**config.mk**
```make
export PLATFORM = sky130hd
export DESIGN_NAME = lcd_spi_write
export DESIGN_NICKNAME = d
export VERILOG_FILES = /design/src/rtl/lcd_pkg.sv /design/src/rtl/lcd_spi_tick.sv /design/src/rtl/lcd_spi_write.sv
export SDC_FILE = /design/constraint.sdc
export NUM_CORES = 1
export LEC_CHECK = 0
export ABC_CLOCK_PERIOD_IN_PS = 2000
export CORE_UTILIZATION = 50
export CTS_CLUSTER_SIZE = 24
export DETAILED_ROUTE_END_ITERATION = 10
export DONT_BUFFER_PORTS = 1
export GPL_TIMING_DRIVEN = 0
export PLACE_DENSITY = 0.67
export SLEW_MARGIN = 20
export SYNTH_ARGS = -nofsm -noshare
export SYNTH_HDL_FRONTEND = slang
export SYNTH_SLANG_ARGS = --single-unit
export TNS_END_PERCENT = 30
```
**constraint.sdc**
```tcl
create_clock -name sys_clk -period 2 [get_ports sys_clk]
set_clock_uncertainty 0.2 [all_clocks]
set_input_delay 0.2 -clock sys_clk [delete_from_list [all_inputs] [get_ports sys_clk]]
set_output_delay 0.2 -clock sys_clk [all_outputs]
set_load 0.01 [all_outputs]
```
**src/rtl/lcd_pkg.sv**
```systemverilog
// Shared definitions for the LCD SPI write path: FSM encodings, word layout
// and the address-window/RAM-write command words the sequencers emit.
package lcd_pkg;

    typedef enum logic [3:0] {
        ST_IDLE  = 4'b0001,
        ST_SHIFT = 4'b0010,
        ST_DONE  = 4'b0100,
        ST_GAP   = 4'b1000
    } lcd_state_e;

    localparam int LCD_DC_BIT = 8;
    localparam int LCD_BYTE_W = 8;
    localparam int LCD_WORD_W = LCD_BYTE_W + 1;

    localparam logic [LCD_WORD_W-1:0] LCD_CMD_CASET = 9'h02A;
    localparam logic [LCD_WORD_W-1:0] LCD_CMD_RASET = 9'h02B;
    localparam logic [LCD_WORD_W-1:0] LCD_CMD_RAMWR = 9'h02C;

endpackage

```
**src/rtl/lcd_spi_tick.sv**
```systemverilog
// SCLK half-period tick: pulses every CLK_DIV enabled cycles, restarts from
// zero whenever the enable drops.
module lcd_spi_tick #(
    parameter int CLK_DIV = 2
) (
    input  logic sys_clk,
    input  logic sys_rst_n,
    input  logic en,
    output logic tick
);

    localparam int DIV_W = $clog2(CLK_DIV + 1);
    localparam logic [DIV_W-1:0] DIV_LAST = DIV_W'(CLK_DIV - 1);

    logic [DIV_W-1:0] div_cnt_q;
    logic [DIV_W-1:0] div_cnt_d;

    always_comb begin
        div_cnt_d = '0;
        if (en && (div_cnt_q != DIV_LAST)) begin
            div_cnt_d = div_cnt_q + 1'b1;
        end
    end

    assign tick = en && (div_cnt_q == DIV_LAST);

    always_ff @(posedge sys_clk or negedge sys_rst_n) begin
        if (!sys_rst_n) begin
            div_cnt_q <= '0;
        end else begin
            div_cnt_q <= div_cnt_d;
        end
    end

endmodule

```
**src/rtl/lcd_spi_write.sv**
```systemverilog
// Serialises one 9-bit {dc, byte} LCD word per request onto the 4-wire SPI
// bus (mode 0, MSB first) and returns a one-cycle wr_done per byte.
//
// state | meaning
// IDLE  | waiting for en_write; lcd_dc keeps the last word's flag
// SHIFT | cs_n low, SCLK toggling every CLK_DIV cycles, 8 bits out
// DONE  | one cycle; wr_done is registered out of this state
// GAP   | GAP_CYCLES of cs_n high before the next request is sampled
module lcd_spi_write
    import lcd_pkg::*;
#(
    parameter int CLK_DIV    = 2,
    parameter int GAP_CYCLES = 3
) (
    input  logic                  sys_clk,
    input  logic                  sys_rst_n,
    input  logic [LCD_WORD_W-1:0] data,
    input  logic                  en_write,
    output logic                  wr_done,
    output logic                  busy,
    output logic                  lcd_sclk,
    output logic                  lcd_mosi,
    output logic                  lcd_cs_n,
    output logic                  lcd_dc
);

    localparam int GAP_W = $clog2(GAP_CYCLES + 1);
    localparam logic [GAP_W-1:0] GAP_LAST = GAP_W'(GAP_CYCLES - 1);

    lcd_state_e            state_q, state_d;
    logic [LCD_BYTE_W-1:0] shift_q, shift_d;
    logic [2:0]            bit_cnt_q, bit_cnt_d;
    logic [GAP_W-1:0]      gap_cnt_q, gap_cnt_d;
    logic                  wr_done_q, wr_done_d;
    logic                  busy_q, busy_d;
    logic                  sclk_q, sclk_d;
    logic                  mosi_q, mosi_d;
    logic                  cs_n_q, cs_n_d;
    logic                  dc_q, dc_d;
    logic                  tick;

    lcd_spi_tick #(
        .CLK_DIV (CLK_DIV)
    ) u_tick (
        .sys_clk   (sys_clk),
        .sys_rst_n (sys_rst_n),
        .en        (state_q == ST_SHIFT),
        .tick      (tick)
    );

    always_comb begin
        state_d   = state_q;
        shift_d   = shift_q;
        bit_cnt_d = bit_cnt_q;
        gap_cnt_d = gap_cnt_q;
        wr_done_d = 1'b0;
        busy_d    = busy_q;
        sclk_d    = sclk_q;
        mosi_d    = mosi_q;
        cs_n_d    = cs_n_q;
        dc_d      = dc_q;

        case (state_q)
            ST_IDLE: begin
                if (en_write) begin
                    state_d   = ST_SHIFT;
                    shift_d   = data[LCD_BYTE_W-1:0];
                    dc_d      = data[LCD_DC_BIT];
                    mosi_d    = data[LCD_BYTE_W-1];
                    cs_n_d    = 1'b0;
                    busy_d    = 1'b1;
                    sclk_d    = 1'b0;
                    bit_cnt_d = '0;
                end
            end
            ST_SHIFT: begin
                if (tick) begin
                    sclk_d = ~sclk_q;
                    // falling edge: present the next bit; after bit 0 zeros shift in
                    if (sclk_q) begin
                        shift_d   = shift_q << 1;
                        mosi_d    = shift_d[LCD_BYTE_W-1];
                        bit_cnt_d = bit_cnt_q + 3'd1;
                        if (bit_cnt_q == 3'd7) begin
                            state_d = ST_DONE;
                            cs_n_d  = 1'b1;
                        end
                    end
                end
            end
            ST_DONE: begin
                wr_done_d = 1'b1;
                gap_cnt_d = '0;
                state_d   = ST_GAP;
            end
            ST_GAP: begin
                if (gap_cnt_q == GAP_LAST) begin
                    gap_cnt_d = '0;
                    busy_d    = 1'b0;
                    state_d   = ST_IDLE;
                end else begin
                    gap_cnt_d = gap_cnt_q + 1'b1;
                end
            end
            default: begin
                state_d = ST_IDLE;
                cs_n_d  = 1'b1;
                sclk_d  = 1'b0;
                busy_d  = 1'b0;
            end
        endcase
    end

    always_ff @(posedge sys_clk or negedge sys_rst_n) begin
        if (!sys_rst_n) begin
            state_q   <= ST_IDLE;
            shift_q   <= '0;
            bit_cnt_q <= '0;
            gap_cnt_q <= '0;
            wr_done_q <= 1'b0;
            busy_q    <= 1'b0;
            sclk_q    <= 1'b0;
            mosi_q    <= 1'b0;
            cs_n_q    <= 1'b1;
            dc_q      <= 1'b0;
        end else begin
            state_q   <= state_d;
            shift_q   <= shift_d;
            bit_cnt_q <= bit_cnt_d;
            gap_cnt_q <= gap_cnt_d;
            wr_done_q <= wr_done_d;
            busy_q    <= busy_d;
            sclk_q    <= sclk_d;
            mosi_q    <= mosi_d;
            cs_n_q    <= cs_n_d;
            dc_q      <= dc_d;
        end
    end

    assign wr_done  = wr_done_q;
    assign busy     = busy_q;
    assign lcd_sclk = sclk_q;
    assign lcd_mosi = mosi_q;
    assign lcd_cs_n = cs_n_q;
    assign lcd_dc   = dc_q;

endmodule

```
==> results.json <==
{
  "worst-endpoint-arrival_ns": 1.93,
  "synth_top_cell_by_area": "sky130_fd_sc_hd__dfrtp_1",
  "tritoncts_clock_tree": "done",
  "first_pass_iters": 4,
  "final_min_period_over_clock_period_pct": 95.82,
  "area.sequential_um2": 603.1,
  "power.density_cell_area_nw_per_um2": 1185,
  "ys_dominant_reg_cell": "sky130_fd_sc_hd__dfrtp_1",
  "max-clock-path-buffers": 2,
  "final-setup-viol-count": 0,
  "cpMaxStageDelayCell": "sky130_fd_sc_hd__or4b_1",
  "p_leak_nw": 0.6023,
  "ys_seq_elements": 24,
  "grtUsageMet1_pct": 30.27,
  "routed_wire_length_per_instance_um": 13.48,
  "drt_wl_total_um": 2291,
  "max_stage_delay_ns": 0.49,
  "routed-via-count": 953,
  "critical_path_peak_fanout": 10,
  "layout-drive-gt1-share_pct": 11.97,
  "cell_by_cell_trace_of_the_critical_path": "buf_4 > or4b_1 > o22ai_1 > nor2_1 > mux2_4",
  "cts_htree_levels": 1,
  "cts-buffers-inserted": 3,
  "boundaryPins": 18,
  "synth.most_common_cell": "sky130_fd_sc_hd__dfrtp_1",
  "busiest_metal_layer_after_global_routing": "met2",
  "die_w_um": 50.86,
  "timing.setup.tns_ns": 0,
  "syn-instance-count": 127,
  "max-vdd-ir-drop_mv": 0.9985,
  "final_net_count": 158,
  "r2r-end": "lcd_sclk$_DFFE_PN0P_",
  "grt_start_max_net_pins": 25,
  "placementRows": 17,
  "min-delay-path-class": "input pin to flop",
  "fillerInstances": 190,
  "asyncSetResetFlopFracSynth_pct": 100.0,
  "outcome": "finished, final reports clean",
  "clk_pin_slew_worst_setup_hold_paths_ns": 0.13,
  "cts.sink_count": 24,
  "grtUsageTotal_pct": 21.27,
  "crit_path_start_kind": "flop",
  "floorplan.die_area_um2": 2587,
  "synth_area_leaders": "sky130_fd_sc_hd__dfrtp_1 (46%), sky130_fd_sc_hd__nand2_1 (6.0%), sky130_fd_sc_hd__dfstp_2 (4.4%)",
  "number_of_nets_still_failing_antenna_checks_after_routing": 0,
  "post_synth_instance_area_um2": 1194,
  "globalplace.congestion": 0.8476,
  "synth_fp_nets": 142,
  "worst_r2r_startpoint": "state_q[3]$_DFFE_PN0P_",
  "initial_utilization_pct": 53.45,
  "synthToLayoutAreaGrowth_pct": 15.62,
  "netlist_top_cells_count": "sky130_fd_sc_hd__dfrtp_1 (22), sky130_fd_sc_hd__nand2_1 (19), sky130_fd_sc_hd__nor2_1 (11)",
  "worst_slew_pin_slew_ns": 0.5291,
  "finalMaxSlewViolations": 0,
  "worst-setup-path-type": "flop to flop",
  "relSlewSlack_pct": 64.73,
  "syn_area_per_cell_um2": 9.399,
  "synth_cell_type_count": 34,
  "synth_largest_type_area_fraction_pct": 46.12,
  "rsz_0062_raised_after_global_routing": "false",
  "cts-root-buf": "sky130_fd_sc_hd__clkbuf_4",
  "first_global_vias": 907,
  "count_of_flip_flops_with_a_built_in_enable_after_synthesis": 0,
  "max_freq_ghz": 0.5218,
  "numPortBuffers": 0,
  "fp.dieH_um": 50.86,
  "total_power_mw": 1.635,
  "drt_iter0_drc": 18,
  "antenna-diode-count": 0,
  "core_area_um2": 2233,
  "setup.worst_path.end": "lcd_sclk$_DFFE_PN0P_",
  "hpwlAfterDp_um": 1591,
  "worst-r2r-setup-slack_ns": 0.08,
  "startpoint": "state_q[3]$_DFFE_PN0P_",
  "global_route.usage.met3_pct": 7.440,
  "grt_antenna_before_repair": 0,
  "grt_overflow_total": 0,
  "number_of_warnings_issued_by_yosys": 0,
  "worst_setup_path_end_kind": "flop",
  "viasPerCell": 5.606,
  "crit_required_ns": 2.02,
  "clock_latency_ns": 0.31,
  "post-route-min-period_ns": 1.916,
  "path_depth_of_the_worst_reg2reg_path": 5,
  "multi_input_area_um2": 533.0,
  "drcViolationCount": 0,
  "hold_fails_final_rpt": 0,
  "grt_first_pass_wirelength_um": 4029,
  "cap_viol_max_count": 0,
  "globalRouteMet2Util_pct": 30.67,
  "synth_sequential_area_ratio_pct": 50.52
}
-- area by class of cell --
class | instances | area share (%)
multi-input combinational | 89 | 38.62
tap | 28 | 2.539
clock buffer | 4 | 2.629
buffer | 7 | 2.539
sequential | 24 | 43.70
inverter | 6 | 1.632
timing repair buffer | 12 | 8.341
-- report_power, final --
| part | internal, mW | leakage, nW | switching (mW) | total (mW) |
|---|---|---|---|---|
| Clock | 0.111 | 0.0210 | 0.141 | 0.252 |
| Sequential | 0.652 | 0.298 | 0.133 | 0.784 |
| Combinational | 0.271 | 0.283 | 0.327 | 0.598 |
| Total | 1.03 | 0.602 | 0.601 | 1.64 |
-- worst max-delay path, delay by kind of cell (launching register included) --
family,cells,cell delay [ns]
and+or+nand+nor,2,0.58
DFF,1,0.41
muxes,1,0.30
buffers and inverters,1,0.18
AOI/OAI and AO/OA,1,0.15
-- layout by cell type (no fill, tap or decap), types with 2 or more instances in the layout --
| cell | count |
|---|---|
| sky130_fd_sc_hd__inv_1 | 6 |
| sky130_fd_sc_hd__dfstp_2 | 2 |
| sky130_fd_sc_hd__a21oi_1 | 4 |
| sky130_fd_sc_hd__clkbuf_4 | 3 |
| sky130_fd_sc_hd__nand2_1 | 19 |
| sky130_fd_sc_hd__a31oi_1 | 7 |
| sky130_fd_sc_hd__o21a_1 | 2 |
| sky130_fd_sc_hd__ha_1 | 3 |
| sky130_fd_sc_hd__buf_2 | 5 |
| sky130_fd_sc_hd__o21ai_0 | 8 |
| sky130_fd_sc_hd__dlygate4sd3_1 | 11 |
| sky130_fd_sc_hd__nor3_1 | 5 |
| sky130_fd_sc_hd__a22o_1 | 2 |
| sky130_fd_sc_hd__o22ai_1 | 2 |
| sky130_fd_sc_hd__nand3_1 | 5 |
| sky130_fd_sc_hd__nor2_1 | 11 |
| sky130_fd_sc_hd__dfrtp_1 | 22 |
| sky130_fd_sc_hd__nand2b_1 | 2 |
| sky130_fd_sc_hd__nand4b_1 | 2 |
| sky130_fd_sc_hd__clkbuf_1 | 2 |
| sky130_fd_sc_hd__or3_1 | 2 |
-- sequential cells by signal, indices dropped and copies added (netlist names) --
register and cells:
lcd_dc 1, wr_done 1, bit_cnt_q 3, u_tick.div_cnt_q 2
lcd_sclk 1, lcd_cs_n 1, shift_q 7, state_q 4
busy 1, gap_cnt_q 2, lcd_mosi 1
-- routing by layer --
| layer | vias to the layer above | share of wire, % |
|---|---|---|
| li1 | 474 | - |
| met1 | 457 | 48 |
| met2 | 20 | 46 |
| met3 | 2 | 5.1 |
| met4 | 0 | 0.57 |
| met5 | - | 0 |
-- stage by stage --
stage	hold WS (ns)	std cells	setup WS [ns]	area [µm²]	utilization [%]
floorplan	-0.2956	127	0.1997	1194	-
global placement	-0.2949	155	0.1315	1229	55.01
detailed placement	-0.2948	155	0.1073	1229	55.01
CTS	0.06181	170	0.08837	1375	61.57
global route	0.08349	170	0.02557	1380	61.79
finish	0.07612	170	0.08363	1380	61.79
-- cell families after synthesis --
kind of cell | count (synthesis) | share of synthesized area, %
xor gates and xnor gates | 2 | 1.468
DFF | 24 | 50.52
muxes | 3 | 3.039
and+or+nand+nor | 53 | 22.12
adders and majority gates | 3 | 3.145
buffers and inverters | 14 | 5.136
AOI/OAI and AO/OA | 28 | 14.57
-- worst min-delay path by stage --
stage               from                        to  cells past startpoint
3_5_place_dp   sys_rst_n  gap_cnt_q[0]$_DFFE_PN0P_                      0
4_1_cts         en_write      lcd_cs_n$_DFFE_PN1P_                      3
3_3_place_gp   sys_rst_n  gap_cnt_q[0]$_DFFE_PN0P_                      0
2_1_floorplan  sys_rst_n  bit_cnt_q[0]$_DFFE_PN0P_                      0
5_1_grt         en_write      lcd_cs_n$_DFFE_PN1P_                      3
6_report        en_write      lcd_cs_n$_DFFE_PN1P_                      3
-- repair_timing --
| action | in CTS | in global routing |
|---|---|---|
| endpoints found under the hold margin | 36 | 22 |
| setup endpoints to repair | 0 | 9 |
| gates resized for setup | 0 | 1 |
| buffers inserted | 0 | 0 |
| hold buffers | 11 | 1 |
(Power assumes the default switching activity.)
